`config.mk`:
```
export PLATFORM = sky130hd
export DESIGN_NAME = simd_alu_subtractor_pipe
export DESIGN_NICKNAME = d
export VERILOG_FILES = /design/src/rtl/simd_alu_pkg.sv /design/src/rtl/simd_sub_lane16.sv /design/src/rtl/simd_alu_subtractor_pipe.sv
export SDC_FILE = /design/constraint.sdc
export NUM_CORES = 2
export LEC_CHECK = 0
export BUFFER_PORTS_ARGS = -buffer_cell sky130_fd_sc_hd__clkbuf_2
export CAP_MARGIN = 20
export CORE_UTILIZATION = 30
export DETAILED_ROUTE_END_ITERATION = 6
export HOLD_SLACK_MARGIN = 0.02
export PLACE_DENSITY = 0.61
export SYNTH_ARGS = -nofsm -noshare
export SYNTH_HDL_FRONTEND = slang
export SYNTH_SLANG_ARGS = --single-unit
```
`constraint.sdc`:
```
create_clock -name clk -period 29.8 [get_ports clk]
set_input_delay 7.45 -clock clk [delete_from_list [all_inputs] [get_ports clk]]
set_output_delay 7.45 -clock clk [all_outputs]
set_load 0.01 [all_outputs]
```
`src/rtl/simd_alu_pkg.sv`:
```
// Shared definitions for the SIMD adder/subtractor pair: lane-mode encoding
// and lane widths, so both blocks decode data_mode identically.
package simd_alu_pkg;

    localparam int DATA_MODE_WIDTH = 2;
    localparam int LANE8_WIDTH     = 8;
    localparam int LANE16_WIDTH    = 16;

    typedef logic [DATA_MODE_WIDTH-1:0] data_mode_t;

    localparam data_mode_t MODE_8       = 2'd0;
    localparam data_mode_t MODE_16      = 2'd1;
    // Canonical value used internally for any undefined encoding.
    localparam data_mode_t MODE_INVALID = 2'd2;

endpackage

```
`src/rtl/simd_sub_lane16.sv`:
```
// Combinational 16-bit lane slice: one 16-bit difference, or two independent
// 8-bit differences with the borrow chain broken at bit 8. flag[1] is the
// high (or only) lane's flag, flag[0] the low 8-bit lane's flag.
module simd_sub_lane16
    import simd_alu_pkg::*;
(
    input  logic [LANE16_WIDTH-1:0] a,
    input  logic [LANE16_WIDTH-1:0] b,
    input  data_mode_t              mode,
    input  logic                    data_signed,
    output logic [LANE16_WIDTH-1:0] diff,
    output logic [1:0]              flag
);

    // One extra bit on each subtraction captures the unsigned borrow.
    logic [LANE8_WIDTH:0]  lo_ext;
    logic [LANE8_WIDTH:0]  hi_ext;
    logic [LANE16_WIDTH:0] full_ext;
    logic                  lo_flag;
    logic                  hi_flag;
    logic                  full_flag;

    assign lo_ext   = {1'b0, a[7:0]}  - {1'b0, b[7:0]};
    assign hi_ext   = {1'b0, a[15:8]} - {1'b0, b[15:8]};
    assign full_ext = {1'b0, a}       - {1'b0, b};

    // Signed overflow: operands of differing sign and the result sign flips away from a.
    assign lo_flag   = data_signed ? ((a[7]  != b[7])  && (lo_ext[7]    != a[7]))  : lo_ext[8];
    assign hi_flag   = data_signed ? ((a[15] != b[15]) && (hi_ext[7]    != a[15])) : hi_ext[8];
    assign full_flag = data_signed ? ((a[15] != b[15]) && (full_ext[15] != a[15])) : full_ext[16];

    // Select lane arrangement; undefined modes yield zero result and flags.
    always_comb begin
        // NOTE: every output gets a default before the case so no path leaves it unassigned (no latch).
        diff = '0;
        flag = '0;
        case (mode)
            MODE_8: begin
                diff = {hi_ext[7:0], lo_ext[7:0]};
                flag = {hi_flag, lo_flag};
            end
            MODE_16: begin
                diff = full_ext[15:0];
                flag = {full_flag, 1'b0};
            end
            default: begin
            end
        endcase
    end

endmodule

```
`src/rtl/simd_alu_subtractor_pipe.sv`:
```
// Two-stage SIMD lane-wise subtractor (result = a - b) with valid/ready on
// both sides. Stage 1 holds the operands, stage 2 holds result and flags.
// SIMD_DATA_WIDTH must be a multiple of 16.
module simd_alu_subtractor_pipe
    import simd_alu_pkg::*;
#(
    parameter int SIMD_DATA_WIDTH            = 256,
    parameter int SIMD_ADDER_DATA_MODE_WIDTH = 2
) (
    input  logic                                  clk,
    input  logic                                  rst,
    input  logic                                  in_valid,
    output logic                                  in_ready,
    input  logic [SIMD_DATA_WIDTH-1:0]            a,
    input  logic [SIMD_DATA_WIDTH-1:0]            b,
    input  logic [SIMD_ADDER_DATA_MODE_WIDTH-1:0] data_mode,
    input  logic                                  data_signed,
    output logic                                  out_valid,
    input  logic                                  out_ready,
    output logic [SIMD_DATA_WIDTH-1:0]            result,
    output logic [SIMD_DATA_WIDTH/8-1:0]          flags
);

    localparam int NUM_LANE16 = SIMD_DATA_WIDTH / 16;

    logic                         s1_valid;
    logic [SIMD_DATA_WIDTH-1:0]   s1_a;
    logic [SIMD_DATA_WIDTH-1:0]   s1_b;
    data_mode_t                   s1_mode;
    logic                         s1_signed;
    logic                         s2_valid;
    logic                         s1_adv;
    logic                         s2_adv;
    data_mode_t                   in_mode;
    logic [SIMD_DATA_WIDTH-1:0]   lane_diff;
    logic [SIMD_DATA_WIDTH/8-1:0] lane_flags;

    // A stage may take new data when empty or when its content moves on.
    assign s2_adv    = !s2_valid || out_ready;
    assign s1_adv    = !s1_valid || s2_adv;
    assign in_ready  = s1_adv;
    assign out_valid = s2_valid;

    // Fold the external mode field onto the shared encoding at capture time.
    always_comb begin
        in_mode = MODE_INVALID;
        if (data_mode == SIMD_ADDER_DATA_MODE_WIDTH'(MODE_8)) begin
            in_mode = MODE_8;
        end else if (data_mode == SIMD_ADDER_DATA_MODE_WIDTH'(MODE_16)) begin
            in_mode = MODE_16;
        end
    end

    // Stage 1: capture operands only on an input transfer.
    always_ff @(posedge clk or posedge rst) begin
        // NOTE: datapath registers are reset as well, since result/flags must read zero after reset.
        if (rst) begin
            // NOTE: non-blocking assignments for all clocked state so every register samples pre-edge values.
            s1_valid  <= 1'b0;
            s1_a      <= '0;
            s1_b      <= '0;
            s1_mode   <= MODE_8;
            s1_signed <= 1'b0;
        end else if (s1_adv) begin
            s1_valid <= in_valid;
            if (in_valid) begin
                s1_a      <= a;
                s1_b      <= b;
                s1_mode   <= in_mode;
                s1_signed <= data_signed;
            end
        end
    end

    // Stage 2: register the lane differences and flags; hold them while stalled.
    always_ff @(posedge clk or posedge rst) begin
        if (rst) begin
            s2_valid <= 1'b0;
            result   <= '0;
            flags    <= '0;
        end else if (s2_adv) begin
            s2_valid <= s1_valid;
            if (s1_valid) begin
                result <= lane_diff;
                flags  <= lane_flags;
            end
        end
    end

    for (genvar k = 0; k < NUM_LANE16; k++) begin : g_lane
        simd_sub_lane16 u_lane (
            .a           (s1_a[16*k +: 16]),
            .b           (s1_b[16*k +: 16]),
            .mode        (s1_mode),
            .data_signed (s1_signed),
            .diff        (lane_diff[16*k +: 16]),
            .flag        (lane_flags[2*k +: 2])
        );
    end

endmodule

```
After elaboration in Yosys (flattened, before gate mapping) --
Cells that the tools add are included.
Storage, ports and cells: logic and storage cells 276, bits of input ports 519, output and inout bits 290, bits in registers 805
Operators by class: $add $sub $neg 48, reduce and logical (&&, ||, !) cells 56, multiplexer cells 82, equality and inequality tests 82
Operators with widths (count):
- $pmux W16 S2 | 16
- $sub A8 B8 Y9 | 32
- $sub A16 B16 Y17 | 16
- $ne A1 B1 Y1 | 80
- $pmux W2 S2 | 16
- $logic_and A1 B1 Y1 | 48
- $mux W1 | 48
- $eq A2 B1 Y1 const B | 2
- $logic_not A2 Y1 | 2
- $mux W2 | 2
- $reduce_and A2 Y1 | 2
- $logic_not A1 Y1 | 2
- $logic_or A1 B1 Y1 | 2

Depth between registers and ports, before layout --
word-level depth 5, mapped depth 12, depth with buffers taken out 12

By module --
Synthesis repeated with hierarchy kept, for this count alone.
Second synthesis, totals: cells, all modules 4536, area total of the unflattened synthesis 48885.6 um^2
By module, submodules not included:
- simd_alu_subtractor_pipe | area each 29983.8 um^2, cells an instance 1704, seq. area each 20144.3 um^2, times used 1
- simd_sub_lane16 at g_lane[12].u_lane ... | area each 1181.1 um^2, cells an instance 176, seq. area each 0.0 um^2, times used 8
- simd_sub_lane16 at g_lane[0].u_lane ... | area each 1176.1 um^2, cells an instance 176, seq. area each 0.0 um^2, times used 5
- simd_sub_lane16 at g_lane[9].u_lane | area each 1246.2 um^2, cells an instance 191, seq. area each 0.0 um^2, times used 1
- simd_sub_lane16 at g_lane[15].u_lane | area each 1181.1 um^2, cells an instance 173, seq. area each 0.0 um^2, times used 1
- simd_sub_lane16 at g_lane[7].u_lane | area each 1144.8 um^2, cells an instance 180, seq. area each 0.0 um^2, times used 1

Worst setup path before layout --
OpenSTA, ideal clock, no wires.
path type in2out, from input port out_ready, to output port in_ready, stages on the path 1, path buffers 0, arrival time 7.659 ns, path slack 14.691 ns, data required time 22.350 ns, cell sequence nand3b_1
On the way: longest elaborated chain between the ends 2
Ends and longest elaborated chain:
- from (decl) | RTL line simd_alu_subtractor_pipe.sv:19 | input logic out_ready,
- $logic_or A1 B1 Y1 | RTL line simd_alu_subtractor_pipe.sv:39 | assign s2_adv = !s2_valid || out_ready;
- $logic_or A1 B1 Y1 | RTL line simd_alu_subtractor_pipe.sv:40 | assign s1_adv = !s1_valid || s2_adv;
- to (decl) | RTL line simd_alu_subtractor_pipe.sv:13 | output logic in_ready,
Every way passes these cells.

Worst setup path in the final report --
Same ends and word-level chain as after synthesis.

==> flow_summary_export.csv <==
group,metric,value,unit
die,io_pins,809,
power,p_leak,25.5,nW
die,rows,140,
routing,drt_pre_antenna_iters,7,
yosys,ys_ff_latch,805,
power,p_switching,1.62,mW
routing,routedWlPerCell,21.4,um
yosys,synth_warnings,0,
die,initial_core_util,30.2,%
timing,max_freq,0.0650,GHz
global_routing,grt_max_degree,163,
power,switching_share,36.9,%
yosys,postSynthCellCount,4556,
routing,via_count,36600,
clock_tree,cts_hold_buffers,0,
clock_tree,cts_max_level,3,
critical_path,worst-path-max-fanout,3,
global_routing,antenna_found_initial,35,
critical_path,cp_slowest_cell,"nand3b_1",
critical_path,crit_top_cell,"clkbuf_2",
critical_path,crit_buf_inv,2,
status,violations,"design-rule violations",
yosys,ys_async_sr_fraction,100,%
final_layout,drive_gt1_share,24.1,%
critical_path,cp_slowest_stage_delay,200,ps
critical_path,critPathTopFamily,"buffers and inverters",
critical_path,crit_chain,"clkbuf_2 -> nand3b_1 -> clkbuf_2",
timing,fin_tns_setup,0,ps
timing,setup_violations,0,
routing,drtAntennaViolNets,0,
die,dieArea,148000,um^2
yosys,synth_common_cells,"dfrtp_1 (805), nand2_1 (653), o21ai_0 (606), inv_1 (345), ha_1 (272)",
yosys,synth_area_leaders,"dfrtp_1 (46%), ha_1 (7.7%), o21ai_0 (6.9%), mux2_2 (5.9%), nand2_1 (5.6%)",
final_layout,nets,6134,
yosys,ys_seq_area_share,45.8,%
placed_design,io_buffers,808,
final_layout,areaGrowthSynthToFinish,22.1,%
critical_path,arrival,7940,ps
yosys,yosysMostFrequentCell,"dfrtp_1",
clock_tree,clk_latency,720,ps
final_layout,fill_cells,14600,
global_routing,grt_pass1_wl,232,mm
routing,drt-total-wl,157,mm
status,status,"finished with violations",
global_routing,grt_pass1_vias,36900,
placed_design,detailed_place_hpwl,118,mm
critical_path,path_class,"input port to output port",
global_routing,grt-ovfl-total,0,
power,clkPwrFrac,30.2,%
yosys,ys.flop_type,"dfrtp_1",
power,ir_worst_vdd,0.0501,mV
timing,fin_skew,24.1,ps
clock_tree,cts_tree,"yes",
clock_tree,cts_sinks,805,
timing,fin_ws,14410,ps
timing,fin_crit,15390,ps
power,power_frac_comb,35.8,%
timing,max_slew.worst_pin.slew,1100,ps
clock_tree,numCtsBuffers,96,
global_routing,grt_usage,20.8,%
die,dieHeight,385,um
final_layout,postLayoutCoreUtil,36.9,%
power,p_per_area,81.5,nW/um^2
critical_path,cp.required,22350,ps
die,fp.dieW,385,um
yosys,ys_types,80,
placed_design,gp_congestion,0.917,
timing,final_hold_viol_count,0,
clock_tree,cts_resized,0,
yosys,synth_area,44000,um^2
critical_path,cp-end-kind,"output port",
clock_tree,clockBufferDepth,3,
yosys,synth_top_cell_by_area,"dfrtp_1",
placed_design,place_ws,14410,ps
min_path,hold_class,"flop to flop",
yosys,yosys.area.top_type_share,45.8,%
yosys,syn-num-nets,5379,
timing,slew_headroom,26.5,%
routing,drt-initial-drc-count,2048,
clock_tree,root_buffer,"clkbuf_16",
clock_tree,clkTransAtPathRegs,60,ps
critical_path,cp-start-kind,"input port",
clock_tree,cts_setup_buffers,0,
yosys,synth_edf_count,0,
yosys,syn_area_per_cell,9.66,um^2
routing,drcViolationCount,1,
timing,maxSlewViolCount,0,
die,core_area,146000,um^2
timing,finalCritPeriodShare,51.6,%
timing,rsz0062_at_grt,"no",
power,p_int,2.76,mW
power,seqPwrFrac,34.0,%
job,drv_cap,0,
routing,routed_via_density,5.00,
[flip-flops by register name, summed over array words and instances, names as in the netlist]
signal	flops
out_valid	1
s1_b	256
flags	32
result	256
s1_mode	2
s1_valid	1
s1_signed	1
s1_a	256
[through the flow]
step                hold slack (ps)  power, mW  area (um^2)  cells
finish                          476       4.38        53700   7322
global route                    487       4.65        53700   7318
CTS                             479       4.42        53700   7311
detailed placement              461       3.07        50100   7130
global placement                461       3.05        50100   7129
floorplan                       471       2.47        44000   4556
[area by class of cell]
type | instances | area (um^2) | share of cell area (%)
Inverter | 347 | 1310 | 2.44
Multi-Input combinational cell | 3203 | 21800 | 40.6
Sequential cell | 805 | 20200 | 37.5
Tap cell | 1917 | 2400 | 4.46
Clock buffer | 133 | 2800 | 5.22
Timing Repair Buffer | 858 | 4440 | 8.27
Antenna cell | 11 | 27.5 | 0.0512
Clock inverter | 48 | 763 | 1.42
[path summary, 6_finish.rpt]
| check | depth (start not counted) | slack [ps] | endpoint | startpoint |
|---|---|---|---|---|
| worst max-delay path | 3 | 14410 | in_ready | out_ready |
| worst min-delay path | 1 | 480 | result[243]$_DFFE_PP0P_ | result[243]$_DFFE_PP0P_ |
| worst max register to register | 9 | 25610 | result[202]$_DFFE_PP0P_ | s1_mode[1]$_DFFE_PP0P_ |
| worst min register to register | 1 | 480 | result[243]$_DFFE_PP0P_ | result[243]$_DFFE_PP0P_ |
| max in group asynchronous | 6 | 18980 | s1_a[216]$_DFFE_PP0P_ | rst |
| min in group asynchronous | 2 | 6930 | result[44]$_DFFE_PP0P_ | rst |
[cell usage in the layout, fill, tap and decap left out, drive strengths merged, types with 45 or more instances in the layout]
master,instances
xnor2,130
dfrtp,805
a211oi,45
nand2,653
a21oi,187
xor2,99
mux2,232
nand2b,65
clkbuf,941
a21o,105
o31ai,61
ha,272
nor2,170
buf,50
o21ai,613
inv,349
[logic make-up after synthesis]
| family | after synthesis | synth area share [%] |
|---|---|---|
| and+or+nand+nor | 1117 | 11.2 |
| DFF | 805 | 45.8 |
| xor gates and xnor gates | 229 | 4.56 |
| AOI/OAI and AO/OA | 1305 | 18.3 |
| muxes | 248 | 6.30 |
| adders and majority gates | 304 | 9.19 |
| buffers and inverters | 548 | 4.70 |
[layer usage]
layer	vias to the layer above	global-route usage (%)	part of all wire [%]	routed length, um
li1	17400	-	-	-
met1	17800	25.5	42	65100
met2	1084	34.1	47	73400
met3	258	6.43	8.2	12800
met4	44	7.60	3.3	5180
met5	-	0	0.19	292
[power by group through the flow]
stage	clock network, mW	logic, mW	registers [mW]
5_1_grt	1.40	1.74	1.52
3_5_place_dp	0	1.57	1.51
2_1_floorplan	0	0.937	1.53
3_3_place_gp	0	1.55	1.50
6_report	1.32	1.57	1.49
4_1_cts	1.36	1.58	1.49
No activity file was read; power rests on OpenSTA's default activity.
